[src/rtl/pcie_phy_pkg.sv]
// Shared constants and types for the byte-lane PHY blocks.
package pcie_phy_pkg;

  localparam int BYTE_W   = 8;
  localparam int NBYTES   = 4;
  localparam int LAST_IDX = NBYTES - 1;

  typedef logic [1:0] byte_idx_t;

endpackage

[src/rtl/mux_8_32.sv]
// Byte-to-word packer: assembles bytes MSB-first into a word with a one-cycle valid strobe
// and an sof input that realigns the lane by discarding any partial word.
module mux_8_32
  import pcie_phy_pkg::*;
(
  input  logic                     clk_4f,
  input  logic                     reset,
  input  logic [BYTE_W-1:0]        data_in,
  input  logic                     valid_in,
  input  logic                     sof_in,
  output logic [BYTE_W*NBYTES-1:0] data_out,
  output logic                     valid_out,
  output byte_idx_t                byte_idx,
  output logic                     align_err
);

  localparam int SHIFT_W = BYTE_W * (NBYTES - 1);
  localparam int WORD_W  = BYTE_W * NBYTES;

  byte_idx_t          idx_q, idx_d;
  logic [SHIFT_W-1:0] shift_q, shift_d;
  logic [WORD_W-1:0]  word_d;
  logic               valid_d;
  logic               align_d;

  // The byte index is the state; only accepted bytes move it.
  always_comb begin
    idx_d   = idx_q;
    shift_d = shift_q;
    word_d  = data_out;
    valid_d = 1'b0;
    align_d = 1'b0;
    if (valid_in) begin
      if (sof_in && (idx_q != byte_idx_t'(0))) begin
        shift_d = {{(SHIFT_W-BYTE_W){1'b0}}, data_in};
        idx_d   = byte_idx_t'(1);
        align_d = 1'b1;
      end else if (idx_q == byte_idx_t'(LAST_IDX)) begin
        word_d  = {shift_q, data_in};
        valid_d = 1'b1;
        idx_d   = byte_idx_t'(0);
        shift_d = '0;
      end else begin
        shift_d = {shift_q[SHIFT_W-BYTE_W-1:0], data_in};
        idx_d   = byte_idx_t'(idx_q + byte_idx_t'(1));
      end
    end
  end

  always_ff @(posedge clk_4f or negedge reset) begin
    if (!reset) begin
      idx_q     <= byte_idx_t'(0);
      shift_q   <= '0;
      data_out  <= '0;
      valid_out <= 1'b0;
      align_err <= 1'b0;
    end else begin
      idx_q     <= idx_d;
      shift_q   <= shift_d;
      data_out  <= word_d;
      valid_out <= valid_d;
      align_err <= align_d;
    end
  end

  assign byte_idx = idx_q;

endmodule
[config.mk]
export PLATFORM = sky130hd
export DESIGN_NAME = mux_8_32
export DESIGN_NICKNAME = d
export VERILOG_FILES = /design/src/rtl/pcie_phy_pkg.sv /design/src/rtl/mux_8_32.sv
export SDC_FILE = /design/constraint.sdc
export NUM_CORES = 1
export LEC_CHECK = 0
export CORE_MARGIN = 4
export CORE_UTILIZATION = 46
export DETAILED_ROUTE_END_ITERATION = 16
export GPL_TIMING_DRIVEN = 1
export PLACE_DENSITY = 0.75
export SETUP_SLACK_MARGIN = 0.15
export SLEW_MARGIN = 20
export SYNTH_ARGS = -nofsm -noshare
export SYNTH_HDL_FRONTEND = slang
export SYNTH_SLANG_ARGS = --single-unit
[constraint.sdc]
create_clock -name clk_4f -period 1.7 [get_ports clk_4f]
set_input_delay 0.255 -clock clk_4f [delete_from_list [all_inputs] [get_ports clk_4f]]
set_output_delay 0.255 -clock clk_4f [all_outputs]
set_load 0.03 [all_outputs]
# Word-level counts from Yosys, hierarchy flattened
# Index checks and enable logic that the tools add are counted.
[word_totals]
regBits = 60
latch_bits = 0
mem_bits_rw = 0
romBits = 0
input_bits = 12
output_inout_bits = 36
word_cells = 20
mem_count = 0
[classes]
add_sub_neg = 1
n_mul = 0
div = 0
order_cmp = 0
n_eq_ne = 1
n_shift = 0
muxes = 9
bitwise = 1
n_reduce_logical = 3
[ops]
columns = ["operator", "count"]
rows = [
  ["$mux W24", 2],
  ["$mux W1", 5],
  ["$mux W2", 2],
  ["$reduce_and A3 Y1", 1],
  ["$add A2 B1 Y2 const B", 1],
  ["$eq A2 B2 Y1 const B", 1],
  ["$reduce_bool A2 Y1", 1],
  ["$logic_and A1 B1 Y1", 1],
  ["$not A1 Y1", 1],
]

# Logic depth before layout (Yosys ltp)
# Gate-level depths: netlist of the first run.
[depth]
ltp_word = 4
mapped_depth = 7
mapped_depth_nobuf = 5

# Worst setup path after synthesis of the first run
# Ideal clock, no wire load.
[synth_path]
path_kind = "reg-to-reg"
startpoint = "register idx_q[0], in the netlist byte_idx[0]"
endpoint = "register data_out[0]"
setup_time_ns = 0.125
t_arrival_ns = 1.725
required_time_ns = 1.575
path_slack_ns = -0.150
stages_incl_launch_ff = 8
n_path_buf = 2
synth_period_minus_slack_ns = 1.850
cell_sequence = "dfrtp_1 inv_1 ha_1 nand2b_4 and3_4 buf_6 buf_12 mux2_4"
[synth_via]
elab_chain_len = 4
elab_cells_between_ends = 5
cone_classes = "1 x eq/ne; 1 x bitwise; 3 x reduce/logical"
[synth_rtl]
columns = ["element", "line_no", "rtl"]
rows = [
  ["start, declared", "mux_8_32.sv:20", "byte_idx_t idx_q, idx_d;"],
  ["start signal, assigned", "mux_8_32.sv:52", "idx_q <= byte_idx_t'(0);"],
  ["start signal, assigned", "mux_8_32.sv:58", "idx_q <= idx_d;"],
  ["$reduce_bool A2 Y1", "mux_8_32.sv:34", "if (sof_in && (idx_q != byte_idx_t'(0))) begin"],
  ["$logic_and A1 B1 Y1", "mux_8_32.sv:34", ""],
  ["$not A1 Y1 (no line)", "-", ""],
  ["$reduce_and A3 Y1 (no line) (*)", "-", ""],
  ["end signal, assigned", "mux_8_32.sv:60", "data_out <= word_d;"],
  ["end, declared", "mux_8_32.sv:11", "output logic [BYTE_W*NBYTES-1:0] data_out,"],
]
# Every way passes the cells marked *; elsewhere a longest branch is shown, timed or not.
# A chain may end at the register's enable or synchronous reset.

# Worst setup path after layout of the first run
[layout_path]
startpoint = "register idx_q[0], in the netlist byte_idx[0]"
endpoint = "register data_out[11]"
# The elaborated chain is that of the path after synthesis.

==> flow_summary.ini, run 1 <==
[synth]
async_reset_ff_frac = 1.00
ys_seq_area_frac = 0.601
synthesis.area_mm2 = 0.00250
ys_seq_elements = 60
synth_edf_count = 0
synth_fp_nets = 182
synth_top_area_frac = 0.601
yosys.area.top_type = dfrtp_1
synth_area_per_cell_um2 = 15.0
synth-main-ff-cell = dfrtp_1
synth.distinct_cells = 24
ys_top_cells_by_area = dfrtp_1, mux2_4, o2bb2ai_1, nand2_1, buf_12
syn_inst = 167
yosys_warnings = 0

[global_routing]
grt_antenna_before_repair = 0
grt_pass1_vias = 1647
grt_overflow_total = 0
grt_max_degree = 29
grt_pass1_wl_um = 7920
track_usage = 0.160

[setup_path]
arrival_ns = 1.80
worstPathCellList = inv_2 -> ha_4 -> nand2b_4 -> and3_4 -> buf_12 -> mux2_2
max_stage_delay_ns = 0.44
startpoint_type = flip-flop
required_ns = 1.91
cp_max_fo = 11
slowest_stage = dfrtp_2
end_kind = flip-flop
critPathKind = reg2reg

[clocking]
htree_levels = 3
root_buffer = clkbuf_8
clkSinkCount = 60
path_clk_slew_ns = 0.06
cts_tree = built
cts_buffers = 9
clockBufferDepth = 2
clk_latency_ns = 0.32

[drt]
wl_met2_um = 2290
drc_errors = 0
firstDrtPassIters = 4
drt_iter0_markers = 106
met3WireLength_um = 168
vias = 1531
ant_nets = 0
routed.top_layer = met4
wirelength_um = 4780
wl_met1_um = 2260
vias_per_cell = 5.05
wl_per_cell_um = 15.8

[placed_design]
gp_congestion = 0.686
place.port_buffers = 47
post-dp-hpwl_um = 3430

[cells_and_area]
antennaDiodeCount = 0
ff_latch_area_mm2 = 0.00150
syn2layout_area_growth_pct = 30.1
multi_input_area_um2 = 900
nFillCells = 416
final_nets = 244
layout-drive-gt1-share = 0.296

[job]
max_cap_violations = 0

[floorplan]
die_y_um = 81.7
io_pins = 48
num_rows = 26
dieArea_mm2 = 0.00667
die_w_um = 81.7
core_mm2 = 0.00517
start_util = 0.483

[sta]
period_needed_ns = 1.59
min_period_over_period = 0.937
fin_tns_setup_ns = 0
tightest_slew_ns = 0.526
rsz0062_at_grt = yes
finalHoldViolations = 0
finalClockSkew_ns = 0.00628
setup_viol = 0
max_freq_mhz = 628
slew_headroom = 0.649
slew_violations = 0

[worst_hold_path]
min_path_type = in2async

[outcome]
status = completed

[pwr]
peakVddDrop_uv = 783
p_total_mw = 5.65
power.density_mw_per_mm2 = 1740
p_leak_nw = 1.59
[flip-flops by register name, indices dropped and copies added (netlist names)]
name,cells
align_err,1
byte_idx,2
data_out,32
shift_q,24
valid_out,1
[critical path: cells and delay by family (launching register included)]
| family | cells | cell delay (ns) |
|---|---|---|
| flops | 1 | 0.44 |
| simple gates | 2 | 0.35 |
| mux | 1 | 0.34 |
| buf+inv | 2 | 0.24 |
| fa+ha+maj | 1 | 0.11 |
[area by class of cell]
class	instances	area share
inverter	3	0.00346
tap	70	0.0269
timing repair buffer	62	0.179
sequential	60	0.462
multi-input combinational	93	0.277
clock buffer	13	0.0489
clock inverter	2	0.00308
[placed cells by master, fill, tap and decap left out]
cell / Yosys / routed
a21oi_1: 1 / 1
a32o_1: 1 / 1
and2_2: 1 / 1
and3_2: 1 / 1
and3_4: 1 / 1
buf_12: 3 / 3
buf_2: 1 / 1
buf_4: 0 / 10
buf_8: 0 / 1
clkbuf_1: 4 / 2
clkbuf_8: 0 / 11
clkdlybuf4s50_1: 0 / 10
clkinv_1: 1 / 1
clkinv_2: 0 / 2
dfrtp_1: 60 / 58
dfrtp_2: 0 / 2
dlygate4sd2_1: 0 / 36
dlygate4sd3_1: 0 / 1
ha_1: 3 / 2
ha_4: 0 / 1
inv_2: 0 / 2
mux2_2: 2 / 2
mux2_4: 30 / 30
nand2_1: 23 / 23
nand2b_1: 1 / 1
nand2b_4: 1 / 1
nand3_1: 1 / 1
nor2_1: 2 / 2
o211a_1: 1 / 1
o21ai_0: 1 / 1
o2bb2ai_1: 23 / 23
[what timing repair did]
item | in CTS | in global routing
pin swaps | 0 | 0
hold buffers | 1 | 0
gates cloned | 0 | 0
gates resized for setup | 38 | 0
hold endpoints to repair | 20 | 0
endpoints found under the setup margin | 62 | 32
buffers inserted | 2 | 0
[through the flow]
step / utilization / instance area (µm²) / hold slack (ns) / cells / setup slack [ns]
floorplan: - / 2510 / -0.0406 / 167 / 0.0138
global placement: 0.598 / 3100 / 0.251 / 285 / 0.0632
detailed placement: 0.598 / 3100 / 0.255 / 285 / 0.0431
CTS: 0.629 / 3250 / 0.444 / 303 / 0.101
global route: 0.629 / 3250 / 0.476 / 303 / 0.0502
finish: 0.629 / 3250 / 0.443 / 303 / 0.108
[worst paths after layout]
| kind | startpoint | endpoint | cells after the start | slack, ns |
|---|---|---|---|---|
| worst max register to register | byte_idx[0] | data_out[11] | 6 | 0.11 |
| max in group asynchronous | reset | byte_idx[1] | 3 | 0.67 |
| worst min-delay path | reset | data_out[21] | 2 | 0.44 |
| min in group clk_4f | shift_q[21] | shift_q[21] | 1 | 0.50 |
| worst min register to register | shift_q[21] | shift_q[21] | 1 | 0.50 |
| worst max-delay path | byte_idx[0] | data_out[11] | 6 | 0.11 |
[metal layers]
| metal | GRT usage | up-vias |
|---|---|---|
| li1 | - | 708 |
| met4 | 0.0797 | 0 |
| met5 | 0 | - |
| met1 | 0.212 | 783 |
| met2 | 0.246 | 34 |
| met3 | 0.0395 | 6 |
[cell families after synthesis]
| group | count (synthesis) | synth area share |
|---|---|---|
| buffers and inverters | 14 | 0.0441 |
| multiplexers | 32 | 0.189 |
| AND/OR/NAND/NOR | 31 | 0.0581 |
| AO/OA/AOI/OAI | 27 | 0.0926 |
| adder cells (fa/ha/maj) | 3 | 0.0150 |
| flip-flops | 60 | 0.601 |
[synth_stat cells (all sizes together) (2+ instances only)]
| library cell | count |
|---|---|
| nand2 | 23 |
| mux2 | 32 |
| clkbuf | 4 |
| inv | 2 |
| nand2b | 2 |
| buf | 7 |
| and3 | 2 |
| nor2 | 2 |
| ha | 3 |
| dfrtp | 60 |
| o2bb2ai | 23 |
[power by group]
part / internal [mW] / total, mW / switching (mW)
Sequential: 1.91 / 2.23 / 0.315
Combinational: 1.07 / 2.33 / 1.26
Clock: 0.596 / 1.09 / 0.494
Total: 3.57 / 5.65 / 2.07
(Power assumes the default switching activity.)
==> inputs of run 2 (changes only) <==
--- a/config.mk
+++ b/config.mk
@@ -5,11 +5,13 @@
 export SDC_FILE = /design/constraint.sdc
 export NUM_CORES = 1
 export LEC_CHECK = 0
+export CORE_ASPECT_RATIO = 1.75
 export CORE_MARGIN = 4
 export CORE_UTILIZATION = 46
 export DETAILED_ROUTE_END_ITERATION = 16
 export GPL_TIMING_DRIVEN = 1
 export PLACE_DENSITY = 0.75
+export RECOVER_POWER = 50
 export SETUP_SLACK_MARGIN = 0.15
 export SLEW_MARGIN = 20
 export SYNTH_ARGS = -nofsm -noshare
==> flow_summary.ini, run 2 (synthesized netlist as in run 1, its figures left out) <==
[pwr]
p_total_mw = 5.68
peakVddDrop_uv = 1000
sw_frac_of_total = 0.361
clkPwrFrac = 0.208
switching_power_mw = 2.05
pwr-share-comb = 0.403
p_int_mw = 3.63
power_frac_seq = 0.389
p_leak_nw = 1.57
power.density_mw_per_mm2 = 1780

[clocking]
path_clk_slew_ns = 0.06
root_buffer = clkbuf_8
clockBufferDepth = 2
cts_buffers = 9
clkSinkCount = 60
clk_latency_ns = 0.34
cts_tree = built
htree_levels = 3

[cells_and_area]
antennaDiodeCount = 0
fin_area_mm2 = 0.00319
largest_register_ffs = 32
final_cell_mix = dfrtp_1, dlygate4sd2_1, mux2_4, nand2_1, o2bb2ai_1
layout-drive-gt1-share = 0.276
final_common_cell = dfrtp_1
final_nets = 239
regMostFlops = data_out
syn2layout_area_growth_pct = 27.7

[drt]
drt_iter0_markers = 41
wl_per_cell_um = 16.4
vias = 1503
vias_per_cell = 5.31
drc_errors = 0
wirelength_um = 4630
ant_nets = 0
firstDrtPassIters = 4

[setup_path]
path_buf_inv = 2
startpoint_type = flip-flop
worstPathCellList = inv_2 -> ha_1 -> nand2b_4 -> and3_4 -> buf_12 -> mux2_2
required_ns = 1.92
critical_path_cell_count = 6
crit_family = flip-flops
arrival_ns = 1.82
worst-r2r-cell-count = 6
slowest_stage = dfrtp_2
end_kind = flip-flop
crit_start = byte_idx[0]
max_stage_delay_ns = 0.43
worstReg2RegStart = byte_idx[0]
cp_max_fo = 14
critPathKind = reg2reg

[floorplan]
core_mm2 = 0.00526
die_y_um = 105
start_util = 0.475
dieArea_mm2 = 0.00672
io_pins = 48
die_w_um = 63.7
num_rows = 35

[sta]
min_period_over_period = 0.938
period_needed_ns = 1.59
slew_violations = 0
finalClockSkew_ns = 0.00419
slew_headroom = 0.475
tightest_slew_ns = 0.787
finalHoldViolations = 0
fin_tns_setup_ns = 0
setup_viol = 0
max_freq_mhz = 627
rsz0062_at_grt = yes

[placed_design]
gp_congestion = 0.724
place.port_buffers = 47
post-dp-hpwl_um = 3180
place_area_mm2 = 0.00307

[global_routing]
grt_antenna_before_repair = 0
grt_max_degree = 61
grt_pass1_vias = 1609
track_usage = 0.155
grt_overflow_total = 0
grt_pass1_wl_um = 7890

[outcome]
status = completed

[worst_hold_path]
min_delay_path_depth = 1
min_from = shift_q[20]
min_path_type = reg2reg

[job]
max_cap_violations = 0
## run 2: timing repair
| item | in CTS | in global routing |
|---|---|---|
| endpoints found under the hold margin | 60 | 0 |
| hold buffers | 1 | 0 |
| endpoints found under the setup margin | 66 | 32 |
| setup buffers | 0 | 0 |
| gates cloned | 0 | 0 |
| gates resized for setup | 36 | 0 |
## run 2: final timing paths
path / endpoint / slack (ns)
setup / recovery: data_out[11] / 0.11
hold / removal: shift_q[20] / 0.49
setup reg to reg: data_out[11] / 0.11
hold reg to reg: shift_q[20] / 0.49
max in group asynchronous: byte_idx[0] / 0.51
min in group asynchronous: align_err / 0.63
## run 2: power groups by stage
stage | Sequential, mW | Clock (mW) | Combinational (mW)
finish | 2.21 | 1.18 | 2.29
global route | 2.29 | 1.28 | 2.43
CTS | 2.23 | 1.22 | 2.35
detailed placement | 2.26 | 0 | 2.59
global placement | 2.24 | 0 | 2.55
floorplan | 2.90 | 0 | 0.924
## run 2: cell type report
type | count | area, µm²
Tap cell | 55 | 68.8
Sequential cell | 60 | 1500
Timing Repair Buffer | 57 | 532
Clock inverter | 1 | 5.00
Multi-Input combinational cell | 93 | 887
Inverter | 3 | 11.3
Clock buffer | 14 | 183
Fill cell | 441 | 2060
## run 2: routing by layer
metal	vias to the layer above	GRT usage	routed length, µm	share of wire
met5	-	0	0	0
met4	0	0.0943	149	0.032
met3	14	0.0533	161	0.035
met2	33	0.244	2380	0.51
met1	756	0.180	1940	0.42
li1	700	-	-	-
## run 2: through the flow
step	hold slack, ns	std cells	setup WS (ns)	utilization
finish	0.486	283	0.106	0.607
global route	0.498	283	0.0342	0.607
CTS	0.448	283	0.107	0.613
detailed placement	0.282	267	0.0443	0.584
global placement	0.280	267	0.0632	0.584
floorplan	-0.0406	167	0.0138	-
==> inputs of run 3 (changes only) <==
--- a/config.mk
+++ b/config.mk
@@ -5,11 +5,13 @@
 export SDC_FILE = /design/constraint.sdc
 export NUM_CORES = 1
 export LEC_CHECK = 0
+export CAP_MARGIN = 0
 export CORE_ASPECT_RATIO = 1.75
 export CORE_MARGIN = 4
 export CORE_UTILIZATION = 46
 export DETAILED_ROUTE_END_ITERATION = 16
 export GPL_TIMING_DRIVEN = 1
+export MAX_ROUTING_LAYER = met4
 export PLACE_DENSITY = 0.75
 export RECOVER_POWER = 50
 export SETUP_SLACK_MARGIN = 0.15
==> flow_summary.ini, run 3 (synthesized netlist as in run 1, its figures left out) <==
[outcome]
status = completed

[setup_path]
cp_max_fo = 14
slowest_stage = dfrtp_2
path_buf_inv = 2
critPathKind = reg2reg
end_kind = flip-flop
crit_family = flip-flops
worst-r2r-cell-count = 6
startpoint_type = flip-flop
required_ns = 1.92
r2r_end = data_out[11]
critical_path_cell_count = 6
max_stage_delay_ns = 0.43
arrival_ns = 1.81
worstReg2RegStart = byte_idx[0]
crit_start = byte_idx[0]
worstPathCellList = inv_2 -> ha_1 -> nand2b_4 -> and3_4 -> buf_12 -> mux2_2
r2r_setup_slack_ns = 0.11
endpoint = data_out[11]

[floorplan]
die_y_um = 105
num_rows = 35
dieArea_mm2 = 0.00672
start_util = 0.475
die_w_um = 63.7
core_mm2 = 0.00526
io_pins = 48

[cells_and_area]
multi_input_area_um2 = 887
nFillCells = 441
final_common_cell = dfrtp_1
largest_register_ffs = 32
regMostFlops = data_out
ff_latch_area_mm2 = 0.00150
final_nets = 239
finalCoreUtilization = 0.607
antennaDiodeCount = 0
final_cell_mix = dfrtp_1, dlygate4sd2_1, mux2_4, nand2_1, o2bb2ai_1
layout-drive-gt1-share = 0.276
syn2layout_area_growth_pct = 27.7
stdcell_count = 283
fin_area_mm2 = 0.00319

[sta]
period_needed_ns = 1.59
tightest_slew_ns = 0.789
setup_slack_ns = 0.107
min_period_over_period = 0.937
setup_viol = 0
hold_ws_ns = 0.486
rsz0062_at_grt = yes
fin_tns_setup_ns = 0
finalClockSkew_ns = 0.00435
max_freq_mhz = 628
finalHoldViolations = 0
slew_violations = 0
slew_headroom = 0.474

[drt]
vias_per_cell = 5.28
vias = 1493
ant_nets = 0
firstDrtPassIters = 4
drc_errors = 0
drt_iter0_markers = 44
wirelength_um = 4630
wl_per_cell_um = 16.4

[clocking]
root_buffer = clkbuf_8
clkSinkCount = 60
cts_tree = built
cts_buffers = 9
clockBufferDepth = 2
htree_levels = 3
path_clk_slew_ns = 0.06
clk_latency_ns = 0.34

[global_routing]
grt_max_degree = 61
track_usage = 0.159
grt_overflow_total = 0
grt_antenna_before_repair = 0
grt_pass1_wl_um = 7870
grt_pass1_vias = 1613

[pwr]
pwr-share-comb = 0.403
p_leak_nw = 1.57
sw_frac_of_total = 0.361
p_int_mw = 3.63
peakVddDrop_uv = 1000
p_total_mw = 5.68
power.density_mw_per_mm2 = 1780
switching_power_mw = 2.05
clkPwrFrac = 0.208
power_frac_seq = 0.389

[placed_design]
dp_cells = 267
gp_congestion = 0.733
place_area_mm2 = 0.00307
post-dp-hpwl_um = 3180
dp_slack_ns = 0.0443
place.port_buffers = 47

[job]
max_cap_violations = 0

[worst_hold_path]
min_path_type = reg2reg
-- run 3: power groups by stage --
stage / combinational, mW / clock (mW) / sequential [mW]
2_1_floorplan: 0.924 / 0 / 2.90
3_3_place_gp: 2.55 / 0 / 2.24
3_5_place_dp: 2.59 / 0 / 2.26
4_1_cts: 2.35 / 1.22 / 2.23
5_1_grt: 2.43 / 1.28 / 2.29
6_report: 2.29 / 1.18 / 2.21
-- run 3: timing repair --
| item | 4_1_cts | 5_1_grt |
|---|---|---|
| gates resized for setup | 36 | 0 |
| hold endpoints to repair | 60 | 0 |
| hold buffers | 1 | 0 |
| pin swaps | 0 | 0 |
| setup endpoints to repair | 66 | 32 |
| buffers inserted | 0 | 0 |
-- run 3: worst min path at each step --
stage / cells after the start / slack (ns) / from / to
2_1_floorplan: 0 / -0.04 / reset / align_err
3_3_place_gp: 2 / 0.28 / reset / align_err
3_5_place_dp: 2 / 0.28 / reset / align_err
4_1_cts: 3 / 0.45 / reset / data_out[4]
5_1_grt: 1 / 0.50 / shift_q[16] / shift_q[16]
6_report: 1 / 0.49 / shift_q[20] / shift_q[20]
-- run 3: layout make-up --
cell class	count	share of cell area
clock inverter	1	0.00157
sequential	60	0.471
tap	55	0.0216
inverter	3	0.00353
multi-input combinational	93	0.278
timing repair buffer	57	0.167
clock buffer	14	0.0573
-- run 3: per-layer routing --
layer	part of all wire	global-route usage	wire, µm
met5	0	-	0
met4	0.029	0.0943	135
met3	0.033	0.0522	153
met2	0.52	0.245	2390
met1	0.42	0.179	1950
==> edit (flow settings as in run 2) <==
The package constant `NBYTES` goes from 4 to 8.
--- a/src/rtl/pcie_phy_pkg.sv
+++ b/src/rtl/pcie_phy_pkg.sv
@@ -3,5 +3,5 @@
 
   localparam int BYTE_W   = 8;
-  localparam int NBYTES   = 4;
+  localparam int NBYTES   = 8;
   localparam int LAST_IDX = NBYTES - 1;
 
Ports: changed (resized data_out); port bits go from 48 to 80. The function was not compared with the original's and may differ.
==> edit against run 2 <==
Hold slack lost 0.11 ns. Total power grew 120%. Wire length grew to 2.7 times the old value. Highest routed layer unchanged. Synthesized cell count grew 140%. Worst setup slack lost 0.036 ns. Area after synthesis grew 100%. Cell area grew 120%. Sequential cell count grew 64.
==> edit: results <==
[run_status]
status = "completed"

[place]
hpwl_um = 6804
dpl.cell_count = 592

[clock_network]
htree_levels = 4
cts_root_buf = "clkbuf_16"

[logic_synthesis]
synthAdderAreaFrac_pct = 0.4906
synth_nets = 411
synthMuxAreaShare_pct = 17.73
synth_common_cells = "dfrtp_1 (124), inv_1 (58), nand2_1 (57), o22ai_1 (57), mux2_4 (49)"
postSynthAreaPerCell_um2 = 12.85
synthTopCellsByArea = "dfrtp_1 (61%), mux2_4 (14%), o22ai_1 (7.0%), inv_1 (4.3%), nand2_1 (4.2%)"
yosysSeqAreaShare_pct = 60.83

[layout]
drive_gt1_share_pct = 29.80
clock_area_share_pct = 8.790
clkbuf_count = 24
buf_share_pct = 16.32
num-nonclk-buffers = 108

[grt]
grt_usage_pct = 18.12
use_met2_pct = 31.99

[routing]
initialDrtViolationCount = 179
wl_met3_um = 403
wl_met1_um = 4568
wl_met2_um = 7150

[power]
switching_share_pct = 33.98
seq_cell_power_mw = 4.34
p_int_mw = 8.322

[floorplan]
core_um2 = 10760

[setup_path]
path_max_fanout = 9
crit_family = "buffers and inverters"

[sta]
finClkSkew_ns = 0.009859
==> edit: path summary, 6_finish.rpt <==
path                                    from            to  slack (ns)  depth (start not counted)
worst max-delay path             byte_idx[1]   shift_q[27]        0.07                          7
worst max register to register   byte_idx[1]   shift_q[27]        0.07                          7
worst min-delay path                   reset    shift_q[9]        0.37                          2
min in group clk_4f               data_in[6]    shift_q[6]        0.43                          3
worst min register to register  data_out[55]  data_out[55]        0.50                          1
max in group asynchronous              reset   byte_idx[1]        0.35                          3
==> edit: per-stage QoR <==
| step | TNS [ns] | hold WS, ns | instance area (um2) |
|---|---|---|---|
| after floorplan | 0 | -0.04059 | 5119 |
| after global placement | -0.8640 | 0.1679 | 6003 |
| after detailed placement | -1.574 | 0.1762 | 6003 |
| after CTS | 0 | 0.2891 | 6581 |
| after global routing | -0.01843 | 0.4275 | 6960 |
| final | 0 | 0.3733 | 6960 |
